--- src/rtl/chroni_pkg.sv ---
// Shared constants and types for the Chroni scanline pixel path.
package chroni_pkg;

  localparam int CHRONI_LINE_BUFFER_SIZE = 1280;
  localparam int CHRONI_PIXEL_ADDR_W     = 11;
  localparam int CHRONI_HALF_LINE        = 640;

  typedef enum logic {
    EXP_IDLE,
    EXP_RUN
  } exp_state_e;

endpackage

--- src/rtl/chroni_bitmap_expander.sv ---
// Serialises 1-bpp font bitmap bytes into palette-index pixel writes.
// CHRONI_EXPANDER_TRANSPARENT_EN: off colour 00 suppresses background writes.
module chroni_bitmap_expander
  import chroni_pkg::*;
#(
  parameter int BUFFER_SIZE = CHRONI_LINE_BUFFER_SIZE,
  parameter int ADDR_W      = CHRONI_PIXEL_ADDR_W
) (
  input  logic              sys_clk,
  input  logic              reset_n,
  input  logic              abort,
  input  logic              in_valid,
  input  logic [ADDR_W-1:0] in_addr,
  input  logic [7:0]        in_bitmap,
  input  logic [7:0]        in_color_on,
  input  logic [7:0]        in_color_off,
  input  logic [3:0]        in_bits,
  output logic              busy,
  output logic              ram_wr_en,
  output logic [ADDR_W-1:0] ram_wr_addr,
  output logic [7:0]        ram_wr_data
);

  exp_state_e        state_q, state_d;
  logic [ADDR_W-1:0] cur_addr_q, cur_addr_d;
  logic [7:0]        shift_q, shift_d;
  logic [7:0]        on_q, on_d;
  logic [7:0]        off_q, off_d;
  logic [3:0]        count_q, count_d;

  logic              busy_q, busy_d;
  logic              wr_en_q, wr_en_d;
  logic [ADDR_W-1:0] wr_addr_q, wr_addr_d;
  logic [7:0]        wr_data_q, wr_data_d;

  logic last_px;
  logic can_load;
  logic run_d;
  logic px_on;

  always_comb begin
    state_d    = state_q;
    cur_addr_d = cur_addr_q;
    shift_d    = shift_q;
    on_d       = on_q;
    off_d      = off_q;
    count_d    = count_q;

    last_px  = (state_q == EXP_RUN) && (count_q == 4'd1);
    can_load = (state_q == EXP_IDLE) || last_px;

    if (abort) begin
      state_d = EXP_IDLE;
      count_d = '0;
    end else if (can_load && in_valid && (in_bits != 4'd0)) begin
      state_d    = EXP_RUN;
      cur_addr_d = in_addr;
      shift_d    = in_bitmap;
      on_d       = in_color_on;
      off_d      = in_color_off;
      count_d    = (in_bits > 4'd8) ? 4'd8 : in_bits;
    end else if (state_q == EXP_RUN) begin
      shift_d    = {shift_q[6:0], 1'b0};
      cur_addr_d = (cur_addr_q == ADDR_W'(BUFFER_SIZE - 1))
                   ? '0 : cur_addr_q + 1'b1;
      count_d    = count_q - 4'd1;
      if (last_px) state_d = EXP_IDLE;
    end
  end

  // Outputs are registered from the next-state view so they track the pixel.
  always_comb begin
    run_d = (state_d == EXP_RUN);
    px_on = shift_d[7];
`ifdef CHRONI_EXPANDER_TRANSPARENT_EN
    wr_en_d = run_d && (px_on || (off_d != 8'h00));
`else
    wr_en_d = run_d;
`endif
    wr_addr_d = run_d ? cur_addr_d : wr_addr_q;
    wr_data_d = run_d ? (px_on ? on_d : off_d) : wr_data_q;
    busy_d    = run_d && (count_d != 4'd1);
  end

  always_ff @(posedge sys_clk or negedge reset_n) begin
    if (!reset_n) begin
      state_q    <= EXP_IDLE;
      cur_addr_q <= '0;
      shift_q    <= '0;
      on_q       <= '0;
      off_q      <= '0;
      count_q    <= '0;
      busy_q     <= 1'b0;
      wr_en_q    <= 1'b0;
      wr_addr_q  <= '0;
      wr_data_q  <= '0;
    end else begin
      state_q    <= state_d;
      cur_addr_q <= cur_addr_d;
      shift_q    <= shift_d;
      on_q       <= on_d;
      off_q      <= off_d;
      count_q    <= count_d;
      busy_q     <= busy_d;
      wr_en_q    <= wr_en_d;
      wr_addr_q  <= wr_addr_d;
      wr_data_q  <= wr_data_d;
    end
  end

  assign busy        = busy_q;
  assign ram_wr_en   = wr_en_q;
  assign ram_wr_addr = wr_addr_q;
  assign ram_wr_data = wr_data_q;

endmodule

--- config.mk ---
export PLATFORM = sky130hd
export DESIGN_NAME = chroni_bitmap_expander
export DESIGN_NICKNAME = d
export VERILOG_FILES = /design/src/rtl/chroni_pkg.sv /design/src/rtl/chroni_bitmap_expander.sv
export SDC_FILE = /design/constraint.sdc
export NUM_CORES = 1
export LEC_CHECK = 0
export BUFFER_PORTS_ARGS = -buffer_cell sky130_fd_sc_hd__buf_2
export CAP_MARGIN = 20
export CORE_ASPECT_RATIO = 1.4
export CORE_MARGIN = 2
export CORE_UTILIZATION = 58
export CTS_CLUSTER_DIAMETER = 200
export DETAILED_ROUTE_END_ITERATION = 10
export PLACE_DENSITY = 0.82
export SLEW_MARGIN = 20
export SYNTH_ARGS = -nofsm -noshare
export SYNTH_HDL_FRONTEND = slang
export SYNTH_SLANG_ARGS = --single-unit
--- constraint.sdc ---
create_clock -name sys_clk -period 7.2 [get_ports sys_clk]
set_input_delay 1.08 -clock sys_clk [delete_from_list [all_inputs] [get_ports sys_clk]]
set_output_delay 1.08 -clock sys_clk [all_outputs]
set_load 0.02 [all_outputs]
======== Word level (Yosys, flattened, before mapping) ========
Index checks and enable logic that the tools add are counted.
W data, S select, Z words.
cells by class
  reductions and logical operators ........ 8
  eq/ne operators ......................... 3
  add/subtract/negate cells ............... 2
  bitwise gates (word level) .............. 2
  order comparisons ....................... 1
  mux-type cells .......................... 20
operators with widths
  cell                     number
  $mux W8                  8
  $mux W11                 4
  $mux W4                  4
  $add A11 B1 Y11 const B  1
  $eq A11 B11 Y1 const B   1
  $eq A4 B1 Y1 const B     1
  $gt A4 B4 Y1 const B     1
  $logic_and A1 B1 Y1      4
  $mux W1                  4
  $ne A4 B1 Y1 const B     1
  $reduce_bool A4 Y1       1
  $sub A4 B1 Y4 const B    1
  $not A1 Y1               2
  $reduce_and A2 Y1        1
  $reduce_bool A2 Y1       1
  $logic_or A1 B1 Y1       1
word-level totals
  logic and storage cells ................. 46
  bits of input ports ..................... 43
  output and inout port bits .............. 21
  register bits ........................... 60

======== Depth between registers and ports, before layout ========
  depth after elaboration ................. 9
  mapped depth ............................ 11

======== Worst setup path before layout ========
OpenSTA, ideal clock, no wires.
  kind .................................... input port to flip-flop
  start ................................... in in_bits[0]
  end ..................................... reg wr_data_q[0] (netlist: ram_wr_data[0])
  setup slack ............................. 4.403 ns
  path buffers ............................ 2
  cell stages on the path ................. 7
  required time ........................... 7.074 ns
  arrival ................................. 2.671 ns
  cells stage by stage .................... o41ai_4 -> a21o_1 -> buf_2 -> a211oi_4 -> or2_1 -> buf_6 -> a221o_1
between the ends
  word-level cells in the longest chain between the ends .. 5
  elaborated cells on any way between the ends .. 11
  those cells by class .................... mux (9); reduce/logical (2)
ends and longest elaborated chain
  element                line                           source
  from (decl)            chroni_bitmap_expander.sv:17   input logic [3:0] in_bits,
  $reduce_bool A4 Y1 *   chroni_bitmap_expander.sv:55   end else if (can_load && in_valid && (in_bits != 4'd0)) begin
  $logic_and A1 B1 Y1 *  chroni_bitmap_expander.sv:55
  $mux W8                chroni_bitmap_expander.sv:55
  $mux W8                chroni_bitmap_expander.sv:52   if (abort) begin
  $mux W8                chroni_bitmap_expander.sv:81   wr_data_d = run_d ? (px_on ? on_d : off_d) : wr_data_q;
  to (signal assigned)   chroni_bitmap_expander.sv:107  wr_data_q <= wr_data_d;
  to (decl)              chroni_bitmap_expander.sv:34   logic [7:0] wr_data_q, wr_data_d;
Mark *: on every way between the ends. The rest lies on a longest branch, timed or not.
A chain may end at the register's enable or synchronous reset.

======== Final worst setup path ========
  start ................................... in in_bits[0]
  end ..................................... reg wr_data_q[6] (netlist: ram_wr_data[6])
The elaborated chain is that of the path after synthesis.

==> impl_metrics.py <==
metrics = {
    "synthesis": {
        "ys_seq_elements": 60,
        "synth.most_common_cell": "dfrtp_1",
        "synth.yosys.seq_area_share": 0.5017,
        "synth_top_area_frac": 0.5017,
        "synth_area_leaders": "dfrtp_1, mux2_2, a221o_1",
        "synth_largest_area_cell": "dfrtp_1",
        "synth_area_per_cell_um2": 11.34,
        "synthAdderAreaFrac": 0.01254,
        "synth_top_family_by_area": "simple AND/OR/NAND/NOR gates",
        "synth_fp_nets": 310,
        "ys_warn_count": 0,
        "yosys_most_used_dff": "dfrtp_1",
        "synth-compound-area-share": 0.1375,
        "syn_inst": 264,
        "synth-xor-area-share": 0.02926,
        "synth_simple_gate_area_frac": 0.1660,
        "synth_cell_type_count": 46,
        "yosys-top-cells-count": "dfrtp_1, nand2_1, mux2_2",
        "synth_edf_count": 0,
        "synthMuxAreaShare": 0.1070,
        "synth_area_um2": 2993,
        "synth-async-reset-ratio": 1.000,
    },
    "die": {
        "placementRows": 30,
        "core_um2": 4917,
        "die_area_um2": 5759,
        "ioPinCount": 64,
        "die_x_um": 64.71,
        "die_y_um": 89.00,
        "initial_core_util": 0.6087,
    },
    "critical_path": {
        "cp-start-kind": "input pin",
        "crit_chain": "buf_2 -> o41ai_4 -> a21o_1 -> nor2b_1 -> or2_1 -> a221o_1",
        "crit_required_ns": 7.47,
        "slowest_delay_ns": 0.62,
        "cpMaxStageDelayCell": "nor2b_1",
        "r2r_setup_slack_ns": 4.26,
        "path_max_fanout": 17,
        "worstSetupPathType": "input pin to register",
        "critPathCaptureType": "register",
        "arrival_ns": 3.47,
    },
    "route": {
        "vias": 2296,
        "wl_met3_um": 316,
        "vias_per_cell": 5.857,
        "first_pass_iters": 7,
        "drcViolationCount": 0,
        "wl_per_cell_um": 16.32,
        "met2_length_um": 3297,
        "wl_met1_um": 2541,
        "highest_layer": "met4",
        "drt_wl_total_um": 6397,
        "antenna_left": 0,
        "drt_iter0_markers": 150,
    },
    "clock_network": {
        "cts_inserted_buffers": 9,
        "cts.clk_slew.worst_paths_ns": 0.07,
        "cts-root-buf": "clkbuf_8",
        "clockBufferDepth": 2,
        "clk_latency_ns": 0.34,
        "post-cts-setup-buffers": 0,
        "cts-hold-fix-buffers": 0,
        "cts_tree": "done",
        "clkSinkCount": 60,
        "post_cts_resize_count": 0,
        "htreeDepth": 3,
    },
    "timing": {
        "rsz0062_at_grt": "false",
        "relSlewSlack": 0.5168,
        "finalHoldViolations": 0,
        "setup_viol": 0,
        "fin_crit_sh": 0.4437,
        "finalWorstPathRequiredPeriod_ns": 3.195,
        "worst_pin_slew_ns": 0.7248,
        "setup_tns_ns": 0,
        "fmax_mhz": 313.0,
        "skew_ns": 0.006294,
        "drv_slew": 0,
        "finalWorstSetupSlack_ns": 4.005,
    },
    "grt": {
        "grt_first_pass_wirelength_um": 10510,
        "globalRouteTotalUtil": 0.2458,
        "overflow": 0,
        "grt_max_degree": 61,
        "antenna_found_initial": 0,
        "grt_pass1_vias": 2267,
    },
    "place": {
        "place_area_um2": 3307,
        "io_buffers": 63,
        "hpwl_um": 4447,
        "place_ws_ns": 3.686,
        "numPlacedInstances": 376,
        "gp_congestion": 0.8590,
    },
    "finish": {
        "finish.utilization": 0.7137,
        "n_fill_cell": 365,
        "nets": 369,
        "fin_area_um2": 3510,
        "diodes": 0,
        "drive_above_1_share": 0.3445,
        "instances_no_fill": 392,
        "area_delta_synth_final_pct": 17.27,
    },
    "min_path": {
        "hp-class": "register to register",
    },
    "power_and_ir_drop": {
        "cellLeakagePower_nw": 1.603,
        "ir_drop_uv": 227.9,
        "p_per_area_nw_per_um2": 296.1,
    },
    "status": {
        "status": "completed",
    },
    "flow_run": {
        "maxCapViolCount": 0,
    },
}
==> worst max-delay path, delay by kind of cell <==
family          cells  cell delay [ns]
compound gates      3             1.25
buf+inv             1             0.12
simple gates        2             1.01
==> logic make-up (layout without fill, tap and decap cells) <==
kind of cell	count (synthesis)	after routing
xor+xnor	10	10
flops	60	60
compound gates	54	54
mux	27	27
buf+inv	27	91
fa+ha+maj	3	3
simple gates	83	83
==> cell type report <==
class                      count  area [um^2]  area share
sequential                    60         1501      0.4278
multi-input combinational    177         1354      0.3857
timing repair buffer          66        337.8     0.09626
clock buffer                  12        155.1     0.04421
tap                           64        80.08     0.02282
clock inverter                 4        47.55     0.01355
inverter                       9        33.78    0.009626
==> path summary, 6_finish.rpt <==
path	start	end	cells past startpoint
min	shift_q[5]	shift_q[5]	2
max	in_bits[0]	ram_wr_data[6]	6
min in group asynchronous	reset_n	off_q[5]	2
max in group asynchronous	reset_n	shift_q[7]	2
max reg2reg	count_q[1]	ram_wr_data[6]	8
min reg2reg	shift_q[5]	shift_q[5]	2
==> flip-flops by register name, indices dropped and copies added (netlist names) <==
register	flops
cur_addr_q	11
count_q	4
off_q	8
ram_wr_data	8
on_q	8
ram_wr_addr	11
busy	1
shift_q	8
ram_wr_en	1
==> per-layer routing <==
metal,vias up,track usage
met4,0,0.1605
met2,94,0.4133
met3,25,0.05038
met1,1097,0.2862
li1,1080,-
met5,-,0
==> report_power, final <==
part | internal [mW] | switching (mW) | leakage, nW | total [mW]
logic | 0.121 | 0.148 | 0.765 | 0.269
clock network | 0.177 | 0.126 | 0.102 | 0.304
registers | 0.415 | 0.0515 | 0.735 | 0.467
total | 0.713 | 0.326 | 1.60 | 1.04
==> layout by cell type, fill, tap and decap left out, drive strengths merged, types with 3 or more instances in the layout <==
master,instances
nor3,4
nor4,3
a21oi,16
nand3,5
a31oi,3
nand4,5
and2,9
buf,66
clkbuf,12
mux2,25
a221o,10
xor2,3
and3,9
inv,9
a211oi,4
nor2,8
ha,3
nor4b,9
a21o,3
xnor2,7
o21ai,11
nand2,19
nand3b,3
dfrtp,60
==> per-stage QoR <==
step | power [mW] | hold WS [ns]
floorplan | 0.6531 | 0.4423
global placement | 0.7298 | 0.4575
detailed placement | 0.7399 | 0.4689
CTS | 1.045 | 0.4834
global route | 1.093 | 0.5037
finish | 1.039 | 0.4786
(Power assumes the default switching activity.)
